`src/rtl/riscv_alu.sv`:
```
// 32-bit RISC-V execute-stage ALU: combinational result/flags plus a registered
// copy of result/zero and a sticky flag for undefined opcodes.
module riscv_alu (
    input  logic        clk,
    input  logic        rst,
    input  logic [3:0]  alu_op,
    input  logic [31:0] in_a,
    input  logic [31:0] in_b,
    output logic [31:0] result,
    output logic        zero,
    output logic        overflow,
    output logic        carry,
    output logic [31:0] result_q,
    output logic        zero_q,
    output logic        illegal_op
);

    localparam logic [3:0] OP_AND  = 4'b0000;
    localparam logic [3:0] OP_OR   = 4'b0001;
    localparam logic [3:0] OP_ADD  = 4'b0010;
    localparam logic [3:0] OP_XOR  = 4'b0011;
    localparam logic [3:0] OP_SLL  = 4'b0100;
    localparam logic [3:0] OP_SRL  = 4'b0101;
    localparam logic [3:0] OP_SUB  = 4'b0110;
    localparam logic [3:0] OP_SLT  = 4'b0111;
    localparam logic [3:0] OP_SLTU = 4'b1000;
    localparam logic [3:0] OP_SRA  = 4'b1001;

    logic [32:0] sum_ext;
    logic [32:0] diff_ext;
    logic [4:0]  shamt;
    logic        op_legal;

    assign sum_ext  = {1'b0, in_a} + {1'b0, in_b};
    // Bit 32 of the extended difference is the borrow; carry reports its inverse.
    assign diff_ext = {1'b0, in_a} - {1'b0, in_b};
    assign shamt    = in_b[4:0];
    assign op_legal = (alu_op <= OP_SRA);

    always_comb begin
        result   = 32'd0;
        overflow = 1'b0;
        carry    = 1'b0;
        case (alu_op)
            OP_AND:  result = in_a & in_b;
            OP_OR:   result = in_a | in_b;
            OP_ADD: begin
                result   = sum_ext[31:0];
                carry    = sum_ext[32];
                overflow = (in_a[31] == in_b[31]) && (sum_ext[31] != in_a[31]);
            end
            OP_XOR:  result = in_a ^ in_b;
            OP_SLL:  result = in_a << shamt;
            OP_SRL:  result = in_a >> shamt;
            OP_SUB: begin
                result   = diff_ext[31:0];
                carry    = ~diff_ext[32];
                overflow = (in_a[31] != in_b[31]) && (diff_ext[31] != in_a[31]);
            end
            OP_SLT:  result = {31'd0, $signed(in_a) < $signed(in_b)};
            OP_SLTU: result = {31'd0, in_a < in_b};
            OP_SRA:  result = $unsigned($signed(in_a) >>> shamt);
            default: result = 32'd0;
        endcase
    end

    assign zero = ~|result;

    always_ff @(posedge clk) begin
        if (rst) begin
            result_q   <= 32'd0;
            zero_q     <= 1'b1;
            illegal_op <= 1'b0;
        end else begin
            result_q <= result;
            zero_q   <= zero;
            if (!op_legal) begin
                illegal_op <= 1'b1;
            end
        end
    end

endmodule

```
`config.mk`:
```
export PLATFORM = sky130hd
export DESIGN_NAME = riscv_alu
export DESIGN_NICKNAME = d
export VERILOG_FILES = /design/src/rtl/riscv_alu.sv
export SDC_FILE = /design/constraint.sdc
export NUM_CORES = 1
export LEC_CHECK = 0
export BUFFER_PORTS_ARGS = -buffer_cell sky130_fd_sc_hd__buf_2
export CORE_AREA = 3 3 176 178
export DETAILED_ROUTE_END_ITERATION = 8
export DIE_AREA = 0 0 179 181
export PLACE_DENSITY = 0.65
export SLEW_MARGIN = 20
export SYNTH_ARGS = -nofsm -noshare
export SYNTH_HDL_FRONTEND = slang
export SYNTH_SLANG_ARGS = --single-unit
```
`constraint.sdc`:
```
create_clock -name clk -period 15.9 [get_ports clk]
set_input_delay 1.59 -clock clk [delete_from_list [all_inputs] [get_ports clk]]
set_output_delay 1.59 -clock clk [all_outputs]
set_load 0.1 [all_outputs]
```
Yosys cells after proc, flatten, opt, wreduce, memory -nomap -nowiden
Cells that the tools add are included.

Register bits: 34. Bits of input ports: 70. Word-level logic and storage cells: 36.

Add/subtract/negate cells: 2. Order comparisons: 3. Eq/ne operators: 13. Shift-type cells: 3. Multiplexer cells: 3. Bitwise gates (word level): 4. Reductions and logical operators: 5.

Operators with widths (number): 32-bit one-hot mux with 10 select lines (1); 32-bit < comparator (2); 32-bit by 32-bit adder with 33-bit output (1); 32-bit by 32-bit subtractor with 33-bit output (1); 32-bit AND (1); 32-bit bitwise OR (1); 32-bit OR reduction (1); 32-bit by 5-bit left shift with 32-bit output (1); 32-bit by 5-bit >> shifter with 32-bit output (1); 32-bit by 5-bit >>> shifter with 32-bit output (1); 32-bit XOR (1); 4-bit by 3-bit == test with 1-bit output, second input constant (4); 4-bit by 2-bit == test with 1-bit output, second input constant (2); 4-bit == test, second input constant (2); 4-bit by 1-bit == test with 1-bit output, second input constant (1); 4-bit less-or-equal comparator, second input constant (1); 4-bit logical NOT (1); 1-bit one-hot mux with 2 select lines (2); 1-bit != test (3); 1-bit logical AND (2); 1-bit == test (1); 1-bit logical NOT (1); 1-bit inverter (1).

Longest topological paths before layout
Word-level depth: 4. Mapped depth: 17.

Worst setup path before layout
Ideal clock, no wire load.

Kind: input -> output. Start: input in_b[2]. End: output zero. Arrival: 9.217 ns. Required time: 14.310 ns. Setup slack: 5.093 ns. Stages: 16. Path buffers: 4. Cell sequence: buf_2 inv_1 clkbuf_1 buf_1 ha_1 buf_6 or4_1 nand2_1 a41oi_1 a221o_1 o21ai_0 o2111ai_1 nor4bb_1 nand4_1 or4_4 nor4_1.

Cells in the longest elaborated chain, start to end: 4. Elaborated cells on any way between the ends: 13. Those cells by class: add/sub: 2; order compare: 2; shift: 3; mux: 1; bitwise: 3; reduce/logical: 2.

RTL lines: from (decl) (RTL line 8) `input logic [31:0] in_b,`; 32-bit by 32-bit subtractor with 33-bit output, or another cell as far along (RTL line 36) `assign diff_ext = {1'b0, in_a} - {1'b0, in_b};`; 32-bit one-hot mux with 10 select lines * (RTL line 44) `case (alu_op)`; via result[11] (RTL line 9) `output logic [31:0] result,`; 32-bit OR reduction * (RTL line 67) `assign zero = ~|result;`; 1-bit logical NOT * (RTL line 67); to (decl) (RTL line 10) `output logic zero,`.

Mark *: on every way through the listed nets, which the timed path passes. The rest lies on a longest branch.

Worst setup path in the final report
Start: input in_b[1]. End: output zero.

Cells in the longest elaborated chain, start to end: 4. Elaborated cells on any way between the ends: 13. Those cells by class: add/sub: 2; order compare: 2; shift: 3; mux: 1; bitwise: 3; reduce/logical: 2.

RTL lines (RTL line): 32-bit by 32-bit subtractor with 33-bit output, or another cell as far along (36); 32-bit one-hot mux with 10 select lines * (44); 32-bit OR reduction * (67); 1-bit logical NOT * (67).

Mark *: on every way between the ends. The rest lies on a longest branch, timed or not.

==> out/metrics.yaml <==
outcome:
  status: "finished clean"
pwr:
  leakage_nw: 5.388
  power.density_nw_per_um2: 62.13
  power_mw: 0.7865
  peakVddDrop_mv: 0.03477
sta:
  period_minus_slack_ns: 9.205
  tightest_slew_ns: 1.034
  slew-limit-headroom_pct: 30.20
  hold_viol: 0
  setup_viol: 0
  fin_skew_ns: 0
  fin_ws_ns: 6.695
  rsz0062_at_grt: "no"
  timing.setup.tns_ns: 0
  clock.fmax_ghz: 0.1086
  drv_slew: 0
  finalCritPeriodShare_pct: 57.89
routing:
  wl_met3_um: 6895
  met1_length_um: 25370
  met2_length_um: 28100
  post_drt_wl_per_cell_um: 30.27
  highest-signal-layer: "met4"
  dr.pass1.iters: 6
  drcViolationCount: 0
  wl_um: 63810
  drt-initial-drc-count: 2160
  vias_per_cell: 7.115
  postRouteAntennaNets: 0
  vias: 15000
worst_setup_path:
  critPathSlowestCell: "a221oi_1"
  critPathCaptureType: "output pin"
  critical_path_depth: 17
  crit_family: "simple AND/OR/NAND/NOR gates"
  slowest_delay_ns: 0.73
  critPathRequiredTime_ns: 14.31
  critPathKind: "in -> out"
  worstPathArrival_ns: 7.61
  cp-start-kind: "input pin"
  worst_path_most_repeated_cell: "buf_4"
  r2r_cells: 2
  path_cells: "buf_2 > buf_4 > buf_4 > clkinv_1 > buf_4 > fa_1 > nand2b_2 > a211oi_1 > nand2b_1 > o2111ai_1 > a221oi_1 > nand4_1 > nor4_1 > nand4_1 > or4_4 > nor4_1 > buf_2"
  path_buf_inv: 6
  cp_max_fo: 49
synth:
  synth-async-reset-ratio_pct: 0
  ys_ff_latch: 34
  synth_top_flop_cell: "dfxtp_1"
  synth_area_um2: 11770
  syn_area_per_cell_um2: 6.954
  synth_cell_types: 86
  synth_nets: 1863
  ys_warn_count: 0
  synth_edf_count: 0
  postSynthCellCount: 1693
  yosysSeqAreaShare_pct: 5.782
cts:
  clock-sinks: 34
  hold_buffers: 0
  clockBufferDepth: 2
  clockRootBuffer: "clkbuf_16"
  cts.htree.levels: 2
  numCtsBuffers: 5
  insertion_delay_ns: 0.28
  tritoncts: "built"
  cts.repair.resized: 0
  postCtsSetupBuffers: 0
  path_clk_slew_ns: 0.05
worst_hold_path:
  holdPathStages: 2
  hp-class: "reg -> reg"
placement:
  place.gp.congestion: 1.056
  dp_cells: 2101
  pre_cts_ws_ns: 6.863
  hpwl_um: 49710
  io_buffers: 138
floorplan:
  design.core.area_um2: 29560
  rows: 63
  chipWidth_um: 179
  dieArea_um2: 32400
  die_h_um: 181
  pin_count: 139
  start_util_pct: 39.83
final_layout:
  final_common_cell: "nor2_1"
  antennaDiodeCount: 0
  fillCellCount: 3174
  final_cell_mix: "nor2_1, buf_2, nand2_1"
  drive_gt1_share_pct: 15.83
  num-nets-final: 1888
  area_growth_pct: 7.525
  final_cells: 2108
global_route:
  grt_util_all_layers_pct: 37.40
  grt_pass1_wl_um: 91960
  overflow: 0
  grt_max_degree: 61
  antenna_found_initial: 1
  grt_pass1_vias: 13710
run:
  max_cap_violations: 0
==> worst reg2reg max path, cell delays in order, from the launching register on <==
cell,delay (ns)
dfxtp_1,0.32
inv_1,0.04
a21oi_1,0.11
==> cell usage after synthesis (12+ instances only) <==
cell type | instances | area, um^2
mux4_2 | 33 | 743.2
and2_1 | 26 | 162.7
o2111ai_1 | 12 | 105.1
o31ai_1 | 19 | 142.6
a221o_1 | 14 | 140.1
o22ai_1 | 33 | 206.5
xnor2_1 | 19 | 166.4
a221oi_1 | 12 | 105.1
nand4_1 | 23 | 143.9
a21o_1 | 20 | 150.1
o21ai_0 | 99 | 495.5
clkbuf_1 | 84 | 315.3
o211ai_1 | 32 | 240.2
nand2b_1 | 21 | 131.4
a211oi_1 | 38 | 285.3
a21oi_1 | 123 | 615.6
nand2_1 | 133 | 499.2
buf_2 | 23 | 115.1
o221ai_1 | 14 | 122.6
nor3_1 | 55 | 275.3
buf_1 | 23 | 86.33
inv_1 | 110 | 412.9
mux2i_1 | 65 | 650.6
dfxtp_1 | 34 | 680.7
nor2b_1 | 22 | 137.6
nor2_1 | 159 | 596.8
a31oi_1 | 20 | 125.1
nand3_1 | 48 | 240.2
mux2_2 | 39 | 439.2
a22oi_1 | 18 | 135.1
ha_1 | 98 | 1226
and3_1 | 15 | 93.84
nor4_1 | 17 | 106.4
==> per-layer routing <==
metal,vias to the layer above,track usage (%)
met4,0,16.21
met5,-,0
met1,7260,50.39
met2,1121,58.53
met3,205,6.179
li1,6412,-
==> cell families (layout without fill, tap and decap cells) <==
kind of cell / after synthesis / count (layout) / synth area share [%]
AOI/OAI and AO/OA: 580 / 580 / 33.90
muxes: 142 / 142 / 16.05
adders and majority gates: 100 / 100 / 10.76
xor gates and xnor gates: 21 / 21 / 1.562
and+or+nand+nor: 561 / 561 / 22.97
buffers and inverters: 255 / 280 / 8.981
DFF: 34 / 34 / 5.782
==> layout make-up <==
class,instances,area (um^2),area share (%)
Timing Repair Buffer,160,860.8,6.800
Inverter,113,424.2,3.351
Sequential cell,34,680.7,5.377
Multi-Input combinational cell,1404,10070,79.55
Tap cell,390,488.0,3.855
Clock inverter,2,10.01,0.07907
Clock buffer,5,125.1,0.9884
==> metrics by stage <==
step                hold slack (ns)  util (%)  area [um^2]
floorplan                    0.8774         -        11770
global placement             0.4339     42.36        12520
detailed placement           0.4450     42.36        12520
CTS                          0.4515     42.82        12660
global route                 0.4786     42.82        12660
finish                       0.4467     42.82        12660
==> final timing paths <==
kind              startpoint    endpoint  slack [ns]
setup / recovery     in_b[1]        zero        6.70
hold / removal    illegal_op  illegal_op        0.45
setup reg to reg  illegal_op  illegal_op       15.37
hold reg to reg   illegal_op  illegal_op        0.45
==> power breakdown <==
part	switching (mW)	leakage (nW)	total, mW	internal, mW
Sequential	0.00161	0.281	0.0947	0.0931
Combinational	0.451	5.04	0.603	0.152
Clock	0.0323	0.0694	0.0886	0.0563
Total	0.485	5.39	0.786	0.302
==> flip-flops by register name (all words and copies together) (netlist names) <==
register	count
illegal_op	1
zero_q	1
result_q	32
No activity file was read; power rests on OpenSTA's default activity.
